[config.mk]
export PLATFORM = sky130hd
export DESIGN_NAME = burst_arbiter
export DESIGN_NICKNAME = d
export VERILOG_FILES = /design/src/rtl/burst_arbiter_pkg.sv /design/src/rtl/rr_select.sv /design/src/rtl/burst_arbiter.sv
export SDC_FILE = /design/constraint.sdc
export NUM_CORES = 1
export LEC_CHECK = 0
export ABC_AREA = 1
export CAP_MARGIN = 0
export CORE_MARGIN = 1
export CORE_UTILIZATION = 25
export CTS_CLUSTER_DIAMETER = 60
export DETAILED_ROUTE_END_ITERATION = 8
export GPL_ROUTABILITY_DRIVEN = 0
export PLACE_DENSITY_LB_ADDON = 0.2
export SYNTH_ARGS = -nofsm -noshare
export SYNTH_HDL_FRONTEND = slang
export SYNTH_SLANG_ARGS = --single-unit
export TNS_END_PERCENT = 20
[constraint.sdc]
create_clock -name i_clk -period 1.05 [get_ports i_clk]
set_clock_uncertainty 0.15 [all_clocks]
set_input_delay 0.105 -clock i_clk [delete_from_list [all_inputs] [get_ports i_clk]]
set_output_delay 0.105 -clock i_clk [all_outputs]
set_load 0.05 [all_outputs]
[src/rtl/burst_arbiter_pkg.sv]
// Shared types and helpers for the burst arbiter.
//   state_t   : arbiter FSM states (IDLE, BUSY)
//   idx_width : width of a requester index (1 when n == 1, else clog2(n))
package burst_arbiter_pkg;

    typedef enum logic {
        IDLE = 1'b0,
        BUSY = 1'b1
    } state_t;

    function automatic int unsigned idx_width(input int unsigned n);
        return (n <= 1) ? 1 : $clog2(n);
    endfunction

endpackage

[src/rtl/rr_select.sv]
// Round-robin winner search: first set request bit at or after (last+1) mod N,
// searching upward with wrap-around. Purely combinational.
// Ports:
//   req   : request vector, one bit per requester
//   last  : index of the previous winner
//   grant : one-hot winner, all-zero when no request is set
//   idx   : index of the winner (0 when no request is set)
module rr_select
    import burst_arbiter_pkg::*;
#(
    parameter int unsigned N  = 2,
    parameter int unsigned IW = idx_width(N)
) (
    input  logic [N-1:0]  req,
    input  logic [IW-1:0] last,
    output logic [N-1:0]  grant,
    output logic [IW-1:0] idx
);

    logic        found;
    int unsigned cand;

    // Walk candidates in priority order; the first requesting one wins.
    always_comb begin
        grant = '0;
        idx   = '0;
        found = 1'b0;
        cand  = 0;
        for (int unsigned k = 1; k <= N; k++) begin
            cand = (32'(last) + k) % N;
            for (int unsigned j = 0; j < N; j++) begin
                if (!found && req[j] && (j == cand)) begin
                    found    = 1'b1;
                    grant[j] = 1'b1;
                    idx      = IW'(j);
                end
            end
        end
    end

endmodule

[src/rtl/burst_arbiter.sv]
// Round-robin burst arbiter: merges N valid/ready beat streams onto one output,
// locking the grant for a whole burst (until a transferred beat with last=1).
// Ports:
//   i_clk, i_rst_n       : clock, async active-low reset
//   i_valid/i_data/i_last: per-requester beat inputs (data packed k-major)
//   o_ready              : per-requester beat accepted
//   o_valid/o_data/o_last: merged output stream, i_ready is downstream ready
//   o_grant              : one-hot owner of the output, zero when idle
//   o_busy               : a burst currently owns the output
module burst_arbiter
    import burst_arbiter_pkg::*;
#(
    parameter int unsigned N          = 2,
    parameter int unsigned DATA_WIDTH = 8
) (
    input  logic                    i_clk,
    input  logic                    i_rst_n,
    input  logic [N-1:0]            i_valid,
    output logic [N-1:0]            o_ready,
    input  logic [N*DATA_WIDTH-1:0] i_data,
    input  logic [N-1:0]            i_last,
    output logic                    o_valid,
    input  logic                    i_ready,
    output logic [DATA_WIDTH-1:0]   o_data,
    output logic                    o_last,
    output logic [N-1:0]            o_grant,
    output logic                    o_busy
);

    localparam int unsigned   IW       = idx_width(N);
    // Reset to N-1 so that requester 0 is first in line after reset.
    localparam logic [IW-1:0] LAST_RST = IW'(N - 1);

    state_t        state, state_d;
    logic [N-1:0]  grant_q, grant_d;
    logic [IW-1:0] last_q, last_d;
    logic [N-1:0]  sel_grant;
    logic [IW-1:0] sel_idx;

    rr_select #(
        .N  (N),
        .IW (IW)
    ) u_rr_select (
        .req   (i_valid),
        .last  (last_q),
        .grant (sel_grant),
        .idx   (sel_idx)
    );

    // State, grant and last-winner registers.
    always_ff @(posedge i_clk or negedge i_rst_n) begin
        if (!i_rst_n) begin
            state   <= IDLE;
            grant_q <= '0;
            last_q  <= LAST_RST;
        end else begin
            state   <= state_d;
            grant_q <= grant_d;
            last_q  <= last_d;
        end
    end

    // Next-state logic and combinational mux of the granted stream.
    always_comb begin
        state_d = state;
        grant_d = grant_q;
        last_d  = last_q;
        o_valid = 1'b0;
        o_ready = '0;
        o_data  = '0;
        o_last  = 1'b0;
        o_grant = '0;
        o_busy  = 1'b0;
        case (state)
            IDLE: begin
                if (|i_valid) begin
                    state_d = BUSY;
                    grant_d = sel_grant;
                    last_d  = sel_idx;
                end
            end
            BUSY: begin
                o_busy  = 1'b1;
                o_grant = grant_q;
                o_ready = grant_q & {N{i_ready}};
                for (int k = 0; k < int'(N); k++) begin
                    if (grant_q[k]) begin
                        o_valid = i_valid[k];
                        o_data  = i_data[k*DATA_WIDTH +: DATA_WIDTH];
                        o_last  = i_last[k];
                    end
                end
                // Final beat transferring: release the output this edge.
                if (o_valid && i_ready && o_last) begin
                    state_d = IDLE;
                    grant_d = '0;
                end
            end
            default: begin
                state_d = IDLE;
                grant_d = '0;
            end
        endcase
    end

endmodule
---- Word level (Yosys, flattened, before mapping) ----
Index checks and enable logic that the tools add are counted.
cells by class
  add/sub/neg operators ................... 2
  equality and inequality tests ........... 2
  muxes and demuxes ....................... 28
  bitwise operators ....................... 2
  reductions and logical operators ........ 17
operators with widths
  cell                                                   number
  zero test 32 bit                                       2
  2-to-1 mux 8 bit                                       3
  2-to-1 mux 1 bit                                       19
  logical AND 1 bit                                      9
  2-to-1 mux 2 bit                                       4
  one-hot mux 2 bit (2 select lines)                     1
  AND reduction 2 bit                                    2
  zero test 1 bit                                        3
  adder 1 bit, second input constant                     2
  bitwise AND 2 bit                                      1
  inequality test 2 x 1 -> 1 bit, second input constant  1
  inequality test 2 bit, second input constant           1
  one-hot mux 1 bit (2 select lines)                     1
  OR reduction 2 bit                                     1
  NOT 1 bit                                              1
storage, ports and cells
  register bits ........................... 4
  bits of input ports ..................... 23
  output and inout port bits .............. 15
  logic and storage cells ................. 54

---- Logic depth before layout (Yosys ltp) ----
  depth in word-level cells ............... 18
  mapped depth ............................ 7
  gate-level depth less buffers ........... 7

---- Modules after synthesis ----
Synthesis repeated with hierarchy kept, for this count alone.
second synthesis, totals
  cell total of the unflattened synthesis .. 67
  area total of the unflattened synthesis .. 390.4 µm²
by module, submodules not included
  module         times used  cells an instance  area each (µm²)  seq. area each (µm²)
  burst_arbiter  1           62                 355.3            101.3
  rr_select      1           5                  35.0             0.0

---- Worst setup path before layout ----
No wires, ideal clock.
  kind .................................... register to output
  from .................................... register state
  to ...................................... output port o_data[0]
  arrival time ............................ 1636 ps
  data required time ...................... 795 ps
  path slack .............................. -841 ps
  stages on the path, launching flop included .. 4
  path buffers ............................ 1
  path through ............................ dfrtp_1 inv_1 buf_2 nor2_1
between the ends
  word-level cells in the longest chain between the ends .. 1
RTL lines
  what                    RTL line             RTL
  from (decl)             burst_arbiter.sv:34  state_t state, state_d;
  from (signal assigned)  burst_arbiter.sv:57  state <= state_d;
  2-to-1 mux 8 bit        burst_arbiter.sv:74  case (state)
  to (decl)               burst_arbiter.sv:24  output logic [DATA_WIDTH-1:0] o_data,
Every way passes these cells.

---- Final worst setup path ----
  from .................................... register grant_q[1]
  to ...................................... output port o_data[1]
between the ends
  word-level cells in the longest chain between the ends .. 2
RTL lines
  what                    RTL line             RTL
  from (decl)             burst_arbiter.sv:35  logic [N-1:0] grant_q, grant_d;
  from (signal assigned)  burst_arbiter.sv:58  grant_q <= grant_d;
  2-to-1 mux 8 bit        burst_arbiter.sv:87  if (grant_q[k]) begin
  2-to-1 mux 8 bit        burst_arbiter.sv:74
Every way passes these cells.

==> reports/qor.yml <==
max-vdd-ir-drop_mv: 1.69
avgSynthCellArea_um2: 6.69
place_inst: 117
synth.distinct_cells: 17
p_leak_nw: 0.530
fin_crit_sh: 1.55
drc: 0
die_h_um: 41.4
synth_xor_area_frac: 0
clk_pin_slew_worst_paths_ns: 0.05
antenna_found_initial: 0
portBuffers: 37
yosysSeqAreaShare: 0.261
n_fill_cell: 54
final_common_cell: "clkdlybuf4s50_1"
tightest_slew_ns: 0.212
synth_top_area_cell: "dfrtp_1"
gr-total-overflow: 0
max_freq_mhz: 613
vias_per_cell: 4.94
setup_ws_ns: -0.582
grt_setup_unrepaired: "yes"
grt_pass1_wl_um: 2640
insertedDiodeCount: 0
synthCells: 58
routedWlPerCell_um: 16.3
dr.pass1.iters: 4
num_vias: 617
drive_gt1_frac: 0.600
synthSimpleGateAreaFrac: 0.423
cts-root-buf: "clkbuf_4"
fp.dieW_um: 41.4
ios: 38
ant_nets: 0
synth_compound_area_frac: 0.197
yosys.area_share.adder: 0
synth_mux_area_frac: 0
initial_core_util: 0.284
hold_class: "in2reg"
p_per_area_nw_per_um2: 3140
final_cell_mix: "22 x clkdlybuf4s50_1, 18 x buf_12, 10 x nor2_4"
hpwlAfterDp_um: 1320
cts_tree: "done"
die_area_um2: 1710
critPathMaxFanout: 7
clock_path_buffers: 2
synth_top_family_by_area: "simple AND/OR/NAND/NOR gates"
netlist_area_um2: 388
power.total_mw: 3.89
critPathCaptureType: "output port"
htreeDepth: 1
numCtsBuffers: 3
clk_latency_ns: 0.25
failed_checks: "setup timing"
synth-seq-cells: 4
dr.first_iter.drc_count: 9
synth_top_area_frac: 0.194
cp.required_ns: 0.79
status: "complete, but fails checks"
startpoint_type: "flop"
multiInputGateArea_um2: 385
fin_crit_ns: 1.63
syn_to_final_growth_pct: 220
maxCapViolCount: 0
grt_max_degree: 11
cts_num_sinks: 4
ys_top_cells_by_area: "dfrtp_1 19%, a22oi_1 15%, nor2_1 11%"
hold_viol_final: 0
fp-row-count: 13
drv_slew: 0
cp.arrival_ns: 1.38
yosysWarnings: 0
final_cells: 125
track_usage: 0.248
critical_path_class: "reg2out"
setup_viol: 19
fin_nets: 134
core_um2: 1370
seqCellArea_um2: 103
max_slew_margin: 0.859
drt-total-wl_um: 2040
syn-num-nets: 81
grt_pass1_vias: 601
[final timing paths]
check	endpoint	start	slack, ns	cells after the start
setup / recovery	o_data[1]	grant_q[1]	-0.58	5
hold / removal	grant_q[0]	i_valid[1]	0.45	4
setup reg to reg	grant_q[1]	grant_q[1]	-0.40	8
hold reg to reg	last_q	last_q	0.48	3
max in group asynchronous	last_q	i_rst_n	0.05	2
min in group asynchronous	state	i_rst_n	0.46	2
[layer usage]
metal,GRT usage,part of all wire
met5,0,0
met4,0.161,0.015
met3,0.0213,0.033
met2,0.504,0.59
met1,0.228,0.37
[repair_timing]
action                     CTS  global route
hold endpoints to repair     3             0
gates resized for setup     17             1
hold buffers                 1             0
buffers inserted             0             3
pin swaps                   12             4
setup endpoints to repair   19            19
[layout make-up]
| class | instances | area share |
|---|---|---|
| inverters | 9 | 0.0333 |
| clock buffers | 4 | 0.0212 |
| repair buffers | 50 | 0.537 |
| well taps | 15 | 0.0151 |
| flip-flops and latches | 4 | 0.0827 |
| multi-input cells | 43 | 0.311 |
[kinds of logic (layout without fill, tap and decap cells)]
group                  after synthesis  after routing
DFF                                  4              4
AOI/OAI and AO/OA                   10             10
buffers and inverters               11             63
and+or+nand+nor                     33             33
[power by group]
group	leakage, nW	switching (mW)	internal [mW]
Clock	0.0150	0.0906	0.144
Sequential	0.0452	0.0655	0.228
Combinational	0.470	1.78	1.59
[per-stage QoR]
step	utilization	setup WS [ns]	area, um^2	hold WS, ns	TNS (ns)
6_report	0.908	-0.582	1240	0.450	-8.19
5_1_grt	0.908	-0.622	1240	0.480	-8.87
4_1_cts	0.878	-0.547	1200	0.413	-7.41
3_5_place_dp	0.808	-0.362	1100	0.179	-4.67
3_3_place_gp	0.808	-0.329	1100	0.168	-4.23
2_1_floorplan	-	-0.382	494	-0.341	-5.18
[Yosys cell counts]
| master | number |
|---|---|
| nor2_1 | 11 |
| nand2_1 | 10 |
| nor2_8 | 1 |
| o21ai_2 | 1 |
| nor2_2 | 1 |
| inv_1 | 8 |
| buf_4 | 1 |
| nand3_1 | 3 |
| dfstp_2 | 1 |
| nand4_1 | 1 |
| inv_2 | 1 |
| o21a_1 | 1 |
| a22oi_1 | 8 |
| buf_2 | 1 |
| nand2_2 | 5 |
| or2_1 | 1 |
| dfrtp_1 | 3 |
[worst max-delay path: stages, from the launching register on]
cell     delay, ns
dfrtp_1       0.42
buf_12        0.16
buf_12        0.13
a22oi_2       0.21
nor2_4        0.06
buf_12        0.15
[flip-flops by register name, summed over array words and instances (netlist names)]
signal,cells
grant_q,2
last_q,1
state,1
No activity file was read; power rests on OpenSTA's default activity.
